==> config.mk <==
export PLATFORM = sky130hd
export DESIGN_NAME = matrix_memory
export DESIGN_NICKNAME = d
export VERILOG_FILES = /design/src/rtl/matrix_memory_pkg.sv /design/src/rtl/matrix_memory_addr.sv /design/src/rtl/matrix_memory.sv
export SDC_FILE = /design/constraint.sdc
export NUM_CORES = 1
export LEC_CHECK = 0
export BUFFER_PORTS_ARGS = -buffer_cell sky130_fd_sc_hd__buf_2
export CORE_MARGIN = 3
export CORE_UTILIZATION = 60
export CTS_CLUSTER_DIAMETER = 200
export CTS_CLUSTER_SIZE = 8
export DETAILED_ROUTE_END_ITERATION = 6
export PLACE_DENSITY = 0.77
export RECOVER_POWER = 100
export SLEW_MARGIN = 30
export SYNTH_ARGS = -nofsm -noshare
export SYNTH_HDL_FRONTEND = slang
export SYNTH_SLANG_ARGS = --single-unit
==> constraint.sdc <==
create_clock -name clk -period 14.65 [get_ports clk]
set_input_delay 1.465 -clock clk [delete_from_list [all_inputs] [get_ports clk]]
set_output_delay 1.465 -clock clk [all_outputs]
set_load 0.02 [all_outputs]
==> src/rtl/matrix_memory_pkg.sv <==
// matrix_memory_pkg
// Shared sizing constants, element type and the flat-address helper for
// the matrix_memory block. Storage is NUM_MAT matrices of DIM x DIM
// elements laid out matrix-major, then row-major.
package matrix_memory_pkg;

    localparam int DATA_W  = 8;
    localparam int NUM_MAT = 4;
    localparam int DIM     = 3;
    localparam int SEL_W   = 2;
    localparam int IDX_W   = 2;

    localparam int DEPTH  = NUM_MAT * DIM * DIM;
    localparam int ADDR_W = $clog2(DEPTH);

    typedef logic [DATA_W-1:0] elem_t;

    typedef struct packed {
        logic              valid;
        logic [ADDR_W-1:0] addr;
    } flat_addr_t;

    // Flat address plus legality. The address is only meaningful when
    // valid is set; callers must gate every access with valid.
    function automatic flat_addr_t calc_flat_addr(
        input logic [SEL_W-1:0] sel,
        input logic [IDX_W-1:0] row,
        input logic [IDX_W-1:0] col
    );
        flat_addr_t result;
        int         flat;
        result.valid = (int'(sel) < NUM_MAT) && (int'(row) < DIM) && (int'(col) < DIM);
        flat         = (int'(sel) * DIM + int'(row)) * DIM + int'(col);
        result.addr  = result.valid ? ADDR_W'(flat) : '0;
        return result;
    endfunction

endpackage

==> src/rtl/matrix_memory_addr.sv <==
// matrix_memory_addr
// Combinational decode of (matrix_select, row, col) into a flat storage
// address and a legality flag.
// Ports:
//   matrix_select - matrix index
//   row, col      - element indices
//   addr          - flat address (0 when illegal)
//   valid         - 1 when all indices are in range
module matrix_memory_addr
    import matrix_memory_pkg::*;
(
    input  logic [SEL_W-1:0]  matrix_select,
    input  logic [IDX_W-1:0]  row,
    input  logic [IDX_W-1:0]  col,
    output logic [ADDR_W-1:0] addr,
    output logic              valid
);

    flat_addr_t decoded;

    always_comb begin
        decoded = calc_flat_addr(matrix_select, row, col);
        addr    = decoded.addr;
        valid   = decoded.valid;
    end

endmodule

==> src/rtl/matrix_memory.sv <==
// matrix_memory
// Storage for NUM_MAT square DIM x DIM matrices of DATA_W-bit elements.
// Synchronous writes, registered reads with one-cycle latency, and a
// synchronous active-low reset that clears every entry and read_data.
// Because reset must clear the whole array in one edge, storage is a
// register array rather than a block RAM.
// Ports:
//   clk           - system clock, rising edge
//   reset         - synchronous active-low reset
//   matrix_select - matrix index
//   row, col      - element indices
//   write_enable  - store write_data at the addressed element
//   read_enable   - capture the addressed element into read_data
//   write_data    - data to store
//   read_data     - registered read result (0 for illegal addresses)
// Build option:
//   MATRIX_MEMORY_BYPASS_EN - a read and write in the same cycle return
//   write_data (write-first). Default is read-before-write.
module matrix_memory
    import matrix_memory_pkg::*;
(
    input  logic              clk,
    input  logic              reset,
    input  logic [SEL_W-1:0]  matrix_select,
    input  logic [IDX_W-1:0]  row,
    input  logic [IDX_W-1:0]  col,
    input  logic              write_enable,
    input  logic              read_enable,
    input  logic [DATA_W-1:0] write_data,
    output logic [DATA_W-1:0] read_data
);

    logic [ADDR_W-1:0] addr;
    logic              addr_valid;
    elem_t             mem_reg [DEPTH];
    logic [DEPTH-1:0]  entry_we;
    elem_t             read_data_reg;
    elem_t             read_data_next;

    matrix_memory_addr u_addr (
        .matrix_select (matrix_select),
        .row           (row),
        .col           (col),
        .addr          (addr),
        .valid         (addr_valid)
    );

    // One-hot write strobe per entry; illegal addresses strobe nothing.
    generate
        for (genvar gi = 0; gi < DEPTH; gi++) begin : g_we
            assign entry_we[gi] = write_enable && addr_valid && (addr == ADDR_W'(gi));
        end
    endgenerate

    always_ff @(posedge clk) begin
        for (int i = 0; i < DEPTH; i++) begin
            if (!reset) begin
                mem_reg[i] <= '0;
            end else if (entry_we[i]) begin
                mem_reg[i] <= write_data;
            end
        end
    end

    // Read and write share one address, so a simultaneous access is
    // always a same-address collision.
    always_comb begin
        read_data_next = read_data_reg;
        if (read_enable) begin
            if (!addr_valid) begin
                read_data_next = '0;
            end else begin
`ifdef MATRIX_MEMORY_BYPASS_EN
                read_data_next = write_enable ? write_data : mem_reg[addr];
`else
                read_data_next = mem_reg[addr];
`endif
            end
        end
    end

    always_ff @(posedge clk) begin
        if (!reset) begin
            read_data_reg <= '0;
        end else begin
            read_data_reg <= read_data_next;
        end
    end

    assign read_data = read_data_reg;

endmodule

; Yosys cells after proc, flatten, opt, wreduce, memory -nomap -nowiden
; Memory sizes are Yosys's and may differ from the RTL's.
; Cells that the tools add are included.
[word_totals]
word_cells = 265
inputBits = 18
romBits = 0
n_memories = 1
register_bits = 8
latch_bits = 0
ramBits = 288
out_inout_bits = 8
[memory_table]
columns = name, words, word_bits, rd, rd_clocked_by_memory_dff, write_ports, line_no
row1 = mem_reg, 36, 8, 1, 0, 36, matrix_memory.sv:35  ; elem_t mem_reg [DEPTH];
[op_classes]
n_shift = 0
n_bitwise = 36
n_reduce_logical = 39
n_mux = 147
n_mul = 2
n_eq_ne = 35
div = 0
addsub = 2
magnitude_cmp = 2
[op_table]
columns = operator, count
row1 = 8-bit two-way mux, 37
row2 = 1-bit two-way mux, 109
row3 = "6-bit by 5-bit == test with 1-bit output, second input constant", 16
row4 = "6-bit by 4-bit == test with 1-bit output, second input constant", 8
row5 = 1-bit logical AND, 38
row6 = 1-bit OR, 36
row7 = 32-bit by 3-bit adder with 32-bit output, 1
row8 = "32-bit by 3-bit multiplier with 6-bit output, second input constant", 1
row9 = "6-bit by 3-bit == test with 1-bit output, second input constant", 4
row10 = "6-bit == test, second input constant", 4
row11 = "6-bit by 2-bit == test with 1-bit output, second input constant", 2
row12 = 6-bit by 3-bit adder with 6-bit output, 1
row13 = "6-bit by 1-bit == test with 1-bit output, second input constant", 1
row14 = 6-bit logical NOT, 1
row15 = 6-bit two-way mux, 1
row16 = "2-bit less-than comparator, second input constant", 2
row17 = "2-bit by 2-bit multiplier with 4-bit output, second input constant", 1

; Longest topological paths before layout
; Gate-level depths: netlist of run 1.
[logic_depth]
word_depth = 11
ltp_mapped = 20
depth_no_buf = 18

; Hierarchy
; From an unflattened synthesis of run 1, not the netlist that was laid out.
[unflattened]
hier_cells = 1023
hier_area_um2 = 14189.9
[by_module_without_submodules]
columns = module, seq_area_each_um2, area_per_inst_um2, instances, cells_each
row1 = matrix_memory, 8808.4, 13882.1, 1, 987
row2 = matrix_memory_addr, 0.0, 307.8, 1, 36

; Least setup slack after synthesis of run 1
; No wires, ideal clock.
[synth_timing]
kind = input to register
startpoint = input port matrix_select[0]
endpoint = memory mem_reg[1][0] (netlist bit) (enable)
t_required_ps = 14266
arrival_time_ps = 5227
setup_ps = 384
path_stages = 16
path_slack_ps = 9039
n_path_buf = 2
path_cell_list = inv_1 -> ha_1 -> fa_1 -> inv_1 -> ha_1 -> ha_1 -> ha_1 -> inv_1 -> fa_1 -> nand2b_1 -> a21oi_4 -> xnor2_2 -> a21oi_2 -> buf_4 -> clkbuf_2 -> o21ai_0
[synth_lines]
columns = element, line_no
row1 = "start, declared", matrix_memory.sv:24  ; input logic [SEL_W-1:0] matrix_select,
row2 = "end, declared", matrix_memory.sv:35

==> metrics.csv, run 1 <==
metric,value,unit
worst_slew_pin_slew,3.542,ns
postCtsSetupRepairBufs,0,
largest_reg_flops,288,
drv_slew,267,
finalSetupViolCount,0,
fmax,111.9,MHz
area_delta_synth_final,8.900,%
min_period_over_period,0.6098,
power.density,170.4,nW/um^2
violations,"capacitance limit, slew limit",
gp_congestion,0.9504,
whs_path_depth,2,
yosys-top-cells-area,"edfxtp_1, and3_1, and2_1",
die-area,26520,um^2
numPortBuffers,25,
clock_path_buffers,3,
worstRegToRegCells,6,
path_buf_inv,6,
die-width,162.9,um
critPathLaunchType,input port,
endpoint_kind,flop,
crit_slowest_cell,nor2_1,
r2r-start,mem_reg[27][7],
p_leak,6.207,nW
synth-seq-cells,296,
timing.critical_path.mode_cell,ha_1,
worstHoldPathType,reg2reg,
via_per_inst,6.760,
initialDrtViolationCount,1696,
fp.coreArea,23820,um^2
rsz0062_at_grt,false,
synth_fp_nets,1220,
post_cts_resized,0,
io_pins,26,
yosysWarnings,0,
power,2.740,mW
nNetsFinal,1206,
async_flop_share,0,
hold_path.startpoint,read_data[2],
start_util,0.6196,
cp_cell_sequence,"clkbuf_1, inv_1, ha_1, fa_1, inv_1, ha_1, ha_1, ha_1, inv_1, fa_1, nand2b_1, a21oi_1, xnor2_1, a21oi_2, clkbuf_1, nor2_1, clkbuf_1, and3_1",
cts_tree,built,
grt_start_max_net_pins,73,
antenna_left,0,
ys_top_cells_by_count,"edfxtp_1, and3_1, and2_1",
routedWlPerCell,26.20,um
routed-via-count,10180,
min_to,read_data[2],
fin_crit,8.934,ns
synthFlopType,edfxtp_1,
synth_top_area_frac,0.5859,
wirelength,39460,um
fillers,1705,
relSlewSlack,-1.361,
antenna_found_initial,2,
cp.arrival,9.31,ns
dr.pass1.iters,6,
fin_worst_skew,0.01113,ns
yosysSeqAreaShare,0.5967,
tns,0,ns
path_max_fanout,49,
grt_pass1_vias,9993,
syn_avg_cell_area,12.48,um^2
outcome,"finished, violations left",
layout-drive-gt1-share,0.1130,
rows,56,
drc,0,
synth_most_common_cell,edfxtp_1,
ys_types,73,
grt_pass1_wl,59110,um
grtUsageTotal,0.2984,
hold_violations,0,
clk_latency,0.52,ns
critPathRequiredTime,15.02,ns
postCtsHoldBufs,0,
critical_path_class,in2reg,
crit_family,simple AND/OR/NAND/NOR gates,
netlist_instances,1183,
htreeDepth,2,
cts_root_buf,clkbuf_16,
r2r_end,read_data[7],
dp_hpwl,23940,um
grt.overflow.total,0,
synth_area,14760,um^2
cts_buffers,42,
clk_pin_slew_worst_paths,0.05,ns
clkSinkCount,296,
worst-r2r-setup-slack,12.64,ns
max_stage_delay,2.10,ns
ir_drop,111.2,uV
dieHeight,162.9,um
synth_edf_count,288,
synth_top_area_cell,edfxtp_1,
maxCapViolations,5,
## logic make-up (layout without fill, tap and decap cells)
logic type / count (synthesis) / count (layout) / synth area share
xor gates and xnor gates: 8 / 8 / 0.005256
muxes: 86 / 86 / 0.08179
DFF: 296 / 296 / 0.5967
and+or+nand+nor: 466 / 466 / 0.1810
buffers and inverters: 128 / 131 / 0.03984
other: 0 / 1 / 0
adders and majority gates: 19 / 19 / 0.01712
AOI/OAI and AO/OA: 180 / 180 / 0.07823
## how the worst max path moves through the flow
stage / startpoint / endpoint / slack, ns / depth (start not counted)
2_1_floorplan: matrix_select[0] / mem_reg[1][0] / 9.04 / 16
3_3_place_gp: matrix_select[0] / mem_reg[0][7] / 7.91 / 14
3_5_place_dp: matrix_select[0] / mem_reg[3][0] / 7.78 / 13
4_1_cts: matrix_select[0] / mem_reg[3][5] / 8.32 / 13
5_1_grt: matrix_select[0] / mem_reg[13][3] / 5.31 / 18
6_report: matrix_select[0] / mem_reg[13][6] / 5.72 / 18
## placed cells by master, fill, tap and decap left out, drive strengths merged, types with 3 or more instances in the layout
cell    instances
nand4           5
mux2           17
o41ai           5
ha             17
mux2i          44
o211ai          3
o21ai          53
or3             3
nand2b          4
nor2           55
dfxtp           8
nor3           15
a21oi          46
xnor2           6
a22oi           7
and3          193
a31oi           9
a211oi          6
o22ai          12
nand2          49
edfxtp        288
and2           99
nor2b           7
clkbuf         84
nor4            8
o221ai          4
buf            26
nand3          19
inv            19
mux4           25
a221oi         10
o32ai           4
## cell type report
type | count | area, um^2 | area share
antenna | 1 | 2.502 | 0.0001557
inverter | 21 | 78.83 | 0.004903
tap | 319 | 399.1 | 0.02483
clock buffer | 61 | 1186 | 0.07379
multi-input combinational | 759 | 5359 | 0.3334
timing repair buffer | 49 | 241.5 | 0.01502
sequential | 296 | 8808 | 0.5479
## worst min-delay path, delay by kind of cell, from the launching register on
kind,cells,cell delay [ns]
flip-flops,1,0.34
AO/OA/AOI/OAI,1,0.06
AND/OR/NAND/NOR,1,0.06
## per-stage QoR
stage	area (um^2)	hold slack, ns	util	instances	setup WS [ns]
finish	16080	0.4890	0.6748	1506	5.716
CTS	16200	0.4727	0.6799	1505	8.316
global placement	15000	0.4381	0.6297	1444	7.905
floorplan	14760	0.5306	-	1183	9.039
global route	16070	0.4961	0.6747	1505	5.311
detailed placement	15010	0.4608	0.6301	1444	7.781
## power breakdown
part           internal (mW)  total [mW]  switching (mW)
logic                  0.255       0.828           0.573
registers               1.00        1.03          0.0248
clock network          0.549       0.883           0.333
total                   1.81        2.74           0.932
## layer usage
layer	track usage	wire, um	up-vias
met5	0	14	-
met3	0.08266	4975	128
met1	0.4053	14520	4908
li1	-	-	4443
met4	0.1165	1534	2
met2	0.4625	18410	699
No activity file was read; power rests on OpenSTA's default activity.
==> inputs of run 2 (changes only) <==
==> constraint.sdc (replaced) <==
create_clock -name clk -period 8.6 [get_ports clk]
set_input_delay 0.86 -clock clk [delete_from_list [all_inputs] [get_ports clk]]
set_output_delay 0.86 -clock clk [all_outputs]
set_load 0.02 [all_outputs]
==> run 2 against run 1 <==
Against the previous run: the flow still finishes with violations (capacitance limit, slew limit); die area stayed put; clock skew down 0.0013 ns; core utilization about the same; design area hardly changed; combinational power grew 70%; routed wire length is 1.5% lower; clock power is 68% higher; critical endpoint is now mem_reg[28][7]; worst hold slack got worse by 0.033 ns; sequential share of layout area hardly changed.
==> metrics.csv, run 2 (same netlist as run 1, synthesis figures left out) <==
metric,value,unit,change
outcome,"finished, violations left",,
violations,"capacitance limit, slew limit",,
grt.overflow.total,0,,unchanged
post_cts_resized,0,,unchanged
cts_tree,built,,
fp.coreArea,23820,um^2,unchanged
endpoint_kind,flop,,
clkSinkCount,296,,unchanged
nNetsFinal,1206,,unchanged
final-seq-area,8808,um^2,unchanged
relSlewSlack,-0.1221,,+1.239
via_per_inst,6.798,,+0.56%
area_delta_synth_final,8.908,%,about the same
critPathRequiredTime,8.72,ns,-6.30 ns
placed_area,15000,um^2,about the same
routedWlPerCell,25.97,um,-0.88%
fmax,147.5,MHz,
multi_input_area,5371,um^2,+0.23%
layout-drive-gt1-share,0.1171,,+0.004163
rows,56,,unchanged
dp_cells,1443,,-0.069%
cp.arrival,6.90,ns,-2.41 ns
clk_latency,0.52,ns,about the same
p_leak,6.206,nW,about the same
layout_common_cells,"edfxtp_1, and3_1, and2_0",,
fin_crit,6.779,ns,
initialDrtViolationCount,1492,,-12%
fin_worst_skew,0.009882,ns,-0.001251 ns
antenna_cells,0,,-1
fin_util,0.6748,,about the same
finalSetupViolCount,0,,unchanged
power,4.641,mW,+69%
ir_drop,153.3,uV,+38%
path_max_fanout,64,,+31%
worstHoldPathType,reg2reg,,
die-area,26520,um^2,unchanged
grt_pass1_vias,9927,,-0.66%
critical_path_class,in2reg,,
drc,0,,unchanged
htreeDepth,2,,unchanged
power.density,288.7,nW/um^2,+69%
postCtsSetupRepairBufs,0,,unchanged
worst_slack,1.821,ns,-3.894 ns
tns,0,ns,unchanged
cts_root_buf,clkbuf_16,,
min_period_over_period,0.7882,,
rsz0062_at_grt,false,,
holdWs,0.4562,ns,-0.03281 ns
routed-via-count,10176,,-0.039%
fillers,1694,,-0.65%
dr.pass1.iters,6,,unchanged
dp_slack,2.228,ns,-5.553 ns
dp_hpwl,23810,um,-0.54%
io_pins,26,,unchanged
grtUsageTotal,0.2947,,-0.003649
grt_start_max_net_pins,69,,-5.5%
drv_slew,95,,-64%
layout_commonest_cell,edfxtp_1,,
instances_no_fill,1497,,-0.60%
grt_pass1_wl,58750,um,-0.60%
hold_violations,0,,unchanged
maxCapViolations,2,,-3
clk_pin_slew_worst_paths,0.05,ns,about the same
start_util,0.6196,,unchanged
critPathLaunchType,input port,,
worst_slew_pin_slew,1.683,ns,-1.859 ns
design_area,16080,um^2,about the same
gp_congestion,0.9761,,+2.7%
antenna_left,0,,unchanged
dieHeight,162.9,um,unchanged
clock_path_buffers,3,,unchanged
postCtsHoldBufs,0,,unchanged
antenna_found_initial,0,,-2
numPortBuffers,25,,unchanged
cts_buffers,42,,unchanged
die-width,162.9,um,unchanged
wirelength,38880,um,-1.5%
largest_reg_flops,288,,unchanged
## run 2: cell types whose count changed in the layout (fill, tap and decap cells not counted), sizes merged
cell / delta
clkbuf: -10
diode: -1
buf: +2
## run 2: where the power goes
group | switching, mW | leakage (nW) | internal (mW)
clock network | 0.558 | 0.564 | 0.921
logic | 0.979 | 2.84 | 0.433
registers | 0.0402 | 2.80 | 1.71
## run 2: layout make-up
type                            count  area share
Clock buffer                       53     0.07191
Inverter                           21    0.004903
Multi-Input combinational cell    759      0.3341
Sequential cell                   296      0.5479
Tap cell                          319     0.02483
Timing Repair Buffer               49     0.01634
## run 2: final timing paths
kind / depth (start not counted) / end / start / slack (ns)
worst max-delay path: 14 / mem_reg[28][7] / matrix_select[0] / 1.82
worst min-delay path: 2 / read_data[2] / read_data[2] / 0.46
worst max register to register: 6 / read_data[6] / mem_reg[27][6] / 6.58
worst min register to register: 2 / read_data[2] / read_data[2] / 0.46
## run 2: layer usage
metal	vias up	share of wire	global-route usage	wire, um
met5	-	0	0	0
met2	701	0.47	0.4642	18190
met4	0	0.042	0.1111	1629
li1	4426	-	-	-
met3	137	0.12	0.06765	4680
met1	4912	0.37	0.4051	14380
## run 2: worst max-delay path, cell delays in order
cell and delay [ns]:
clkbuf_1 0.13, inv_1 0.06, ha_1 0.32, fa_1 0.48, inv_1 0.06, ha_1 0.29
ha_1 0.28, ha_1 0.79, buf_12 0.42, clkbuf_2 0.90, nor2_1 0.64, and3_1 0.45
nand2_1 0.18, o21ai_0 0.99
==> inputs of run 3 (changes only) <==
--- a/config.mk
+++ b/config.mk
@@ -7,11 +7,11 @@
 export LEC_CHECK = 0
 export BUFFER_PORTS_ARGS = -buffer_cell sky130_fd_sc_hd__buf_2
 export CORE_MARGIN = 3
-export CORE_UTILIZATION = 60
+export CORE_UTILIZATION = 57
 export CTS_CLUSTER_DIAMETER = 200
 export CTS_CLUSTER_SIZE = 8
 export DETAILED_ROUTE_END_ITERATION = 6
-export PLACE_DENSITY = 0.77
+export PLACE_DENSITY = 0.76
 export RECOVER_POWER = 100
 export SLEW_MARGIN = 30
 export SYNTH_ARGS = -nofsm -noshare
==> constraint.sdc (replaced) <==
create_clock -name clk -period 5.8 [get_ports clk]
set_input_delay 0.58 -clock clk [delete_from_list [all_inputs] [get_ports clk]]
set_output_delay 0.58 -clock clk [all_outputs]
set_load 0.02 [all_outputs]
==> run 3 against run 2 <==
Against the previous run: the run now ends clean; largest cell class unchanged; core utilization fell by 3.2 points; largest power group unchanged; design area rose by 1.3%; non-clock buffer count rose by 39; critical path type unchanged.
==> metrics.csv, run 3 (same netlist as run 1, synthesis figures left out) <==
metric,value,unit,change
outcome,finished clean,,
rows,58,,+3.6%
clk_latency,0.53,ns,about the same
critPathLaunchType,input port,,
grt.overflow.total,0,,unchanged
grt_start_max_net_pins,73,,+5.8%
antenna_found_initial,1,,+1
crit_family,adder cells,,
dp_hpwl,25420,um,+6.8%
start_util,0.5828,,-0.03680
post_cts_resized,0,,unchanged
maxCapViolations,0,,-2
clk_pin_slew_worst_paths,0.05,ns,about the same
io_pins,26,,unchanged
cts_tree,built,,
dp_cells,1494,,+3.5%
cp.arrival,5.16,ns,-1.74 ns
max_stage_delay,0.91,ns,-0.08 ns
die-width,166.9,um,+2.5%
grt_pass1_wl,61160,um,+4.1%
finalSetupViolCount,0,,unchanged
grtUsageTotal,0.2873,,-0.007463
cts_root_buf,clkbuf_16,,
critPathRequiredTime,5.93,ns,-2.79 ns
p_leak,6.344,nW,+2.2%
area_delta_synth_final,10.35,%,
cts_buffers,42,,unchanged
worst_slew_pin_slew,1.144,ns,-0.5395 ns
power.density,426.3,nW/um^2,+48%
dr.pass1.iters,7,,+1
die-area,27860,um^2,+5.1%
timing.critical_path.mode_cell,ha_1,,
fp.coreArea,25330,um^2,+6.3%
layout-drive-gt1-share,0.1242,,+0.007035
relSlewSlack,0.2294,,+0.3516
numPortBuffers,25,,unchanged
worstHoldPathType,reg2reg,,
via_per_inst,6.701,,-1.4%
postCtsHoldBufs,0,,unchanged
initialDrtViolationCount,1862,,+25%
grt_pass1_vias,10272,,+3.5%
power,6.945,mW,+50%
nNetsFinal,1245,,+3.2%
fin_worst_skew,0.01920,ns,+0.009323 ns
fmax,198.8,MHz,
path_buf_inv,5,,unchanged
holdWs,0.4890,ns,+0.03276 ns
tns,0,ns,unchanged
fin_crit,5.029,ns,
crit_slowest_cell,o21ai_0,,
path_max_fanout,27,,-58%
gp_congestion,1.049,,+7.5%
hold_violations,0,,unchanged
htreeDepth,2,,unchanged
dieHeight,166.9,um,+2.5%
drv_slew,0,,-100%
layout_common_cells,"edfxtp_1, and3_1, and2_0",,
endpoint_kind,flop,,
antenna_left,0,,unchanged
layout_commonest_cell,edfxtp_1,,
min_period_over_period,0.8671,,
critical_path_class,in2reg,,
instances_no_fill,1555,,+3.9%
drc,0,,unchanged
cp_cell_sequence,"buf_2, inv_1, ha_1, fa_1, inv_1, ha_1, ha_1, ha_1, inv_1, fa_1, nand2b_1, a21oi_1, xnor2_1, a21oi_1, buf_12, o21ai_0",,
routed-via-count,10420,,+2.4%
rsz0062_at_grt,false,,
largest_reg_flops,288,,unchanged
routedWlPerCell,25.89,um,-0.30%
clkSinkCount,296,,unchanged
wirelength,40260,um,+3.6%
ir_drop,288.3,uV,+88%
postCtsSetupRepairBufs,0,,unchanged
clock_path_buffers,3,,unchanged
## run 3: cell count changes in the layout (fill, tap and decap cells not counted), moves of 2 or more
| cell | before | now |
|---|---|---|
| nor3_2 | 3 | 1 |
| clkbuf_1 | 28 | 53 |
| buf_12 | 1 | 3 |
| buf_4 | 11 | 30 |
| clkbuf_16 | 45 | 43 |
| nor2_1 | 49 | 52 |
| nor3_1 | 12 | 14 |
| and2_1 | 21 | 36 |
| and2_0 | 78 | 63 |
| nor2_2 | 3 | 1 |
## run 3: routing by layer
metal	global-route usage	part of all wire	vias up
met1	0.3988	0.37	5094
met2	0.4431	0.46	670
li1	-	-	4522
met3	0.08047	0.13	134
met5	0	0	-
met4	0.09541	0.036	0
## run 3: worst register-to-register path, delay by kind of cell (launching register included)
kind | cells | cell delay, ns
AO/OA/AOI/OAI | 3 | 0.86
flip-flops | 1 | 0.35
multiplexers | 1 | 0.46
AND/OR/NAND/NOR | 2 | 0.30
## run 3: layout make-up
class                      count  area, um^2
sequential                   296        8808
clock buffer                  59        1136
fill                        1901        9037
multi-input combinational    759        5328
tap                          330       412.9
inverter                      21       78.83
antenna                        1       2.502
clock inverter                 1       8.758
timing repair buffer          88       514.2
## run 3: report_power, final
| group | leakage (nW) | internal (mW) | total (mW) | switching (mW) |
|---|---|---|---|---|
| combinational | 2.99 | 0.696 | 2.17 | 1.47 |
| clock | 0.553 | 1.34 | 2.18 | 0.846 |
| sequential | 2.80 | 2.53 | 2.59 | 0.0603 |
| total | 6.34 | 4.57 | 6.94 | 2.38 |
## run 3: path summary, 6_finish.rpt
check / start / to / slack (ns) / depth (start not counted)
worst max-delay path: matrix_select[0] / mem_reg[9][4] / 0.77 / 16
worst min-delay path: read_data[5] / read_data[5] / 0.49 / 1
worst max register to register: mem_reg[6][7] / read_data[7] / 3.68 / 6
worst min register to register: read_data[5] / read_data[5] / 0.49 / 1
## run 3: stage by stage
step,cell area (um^2),worst slack [ns],util
after detailed placement,15350,0.5053,0.6059
after global placement,15350,0.6309,0.6059
final,16290,0.7709,0.6432
after floorplan,14760,1.074,-
after CTS,16490,1.030,0.6511
after global routing,16290,0.4749,0.6431
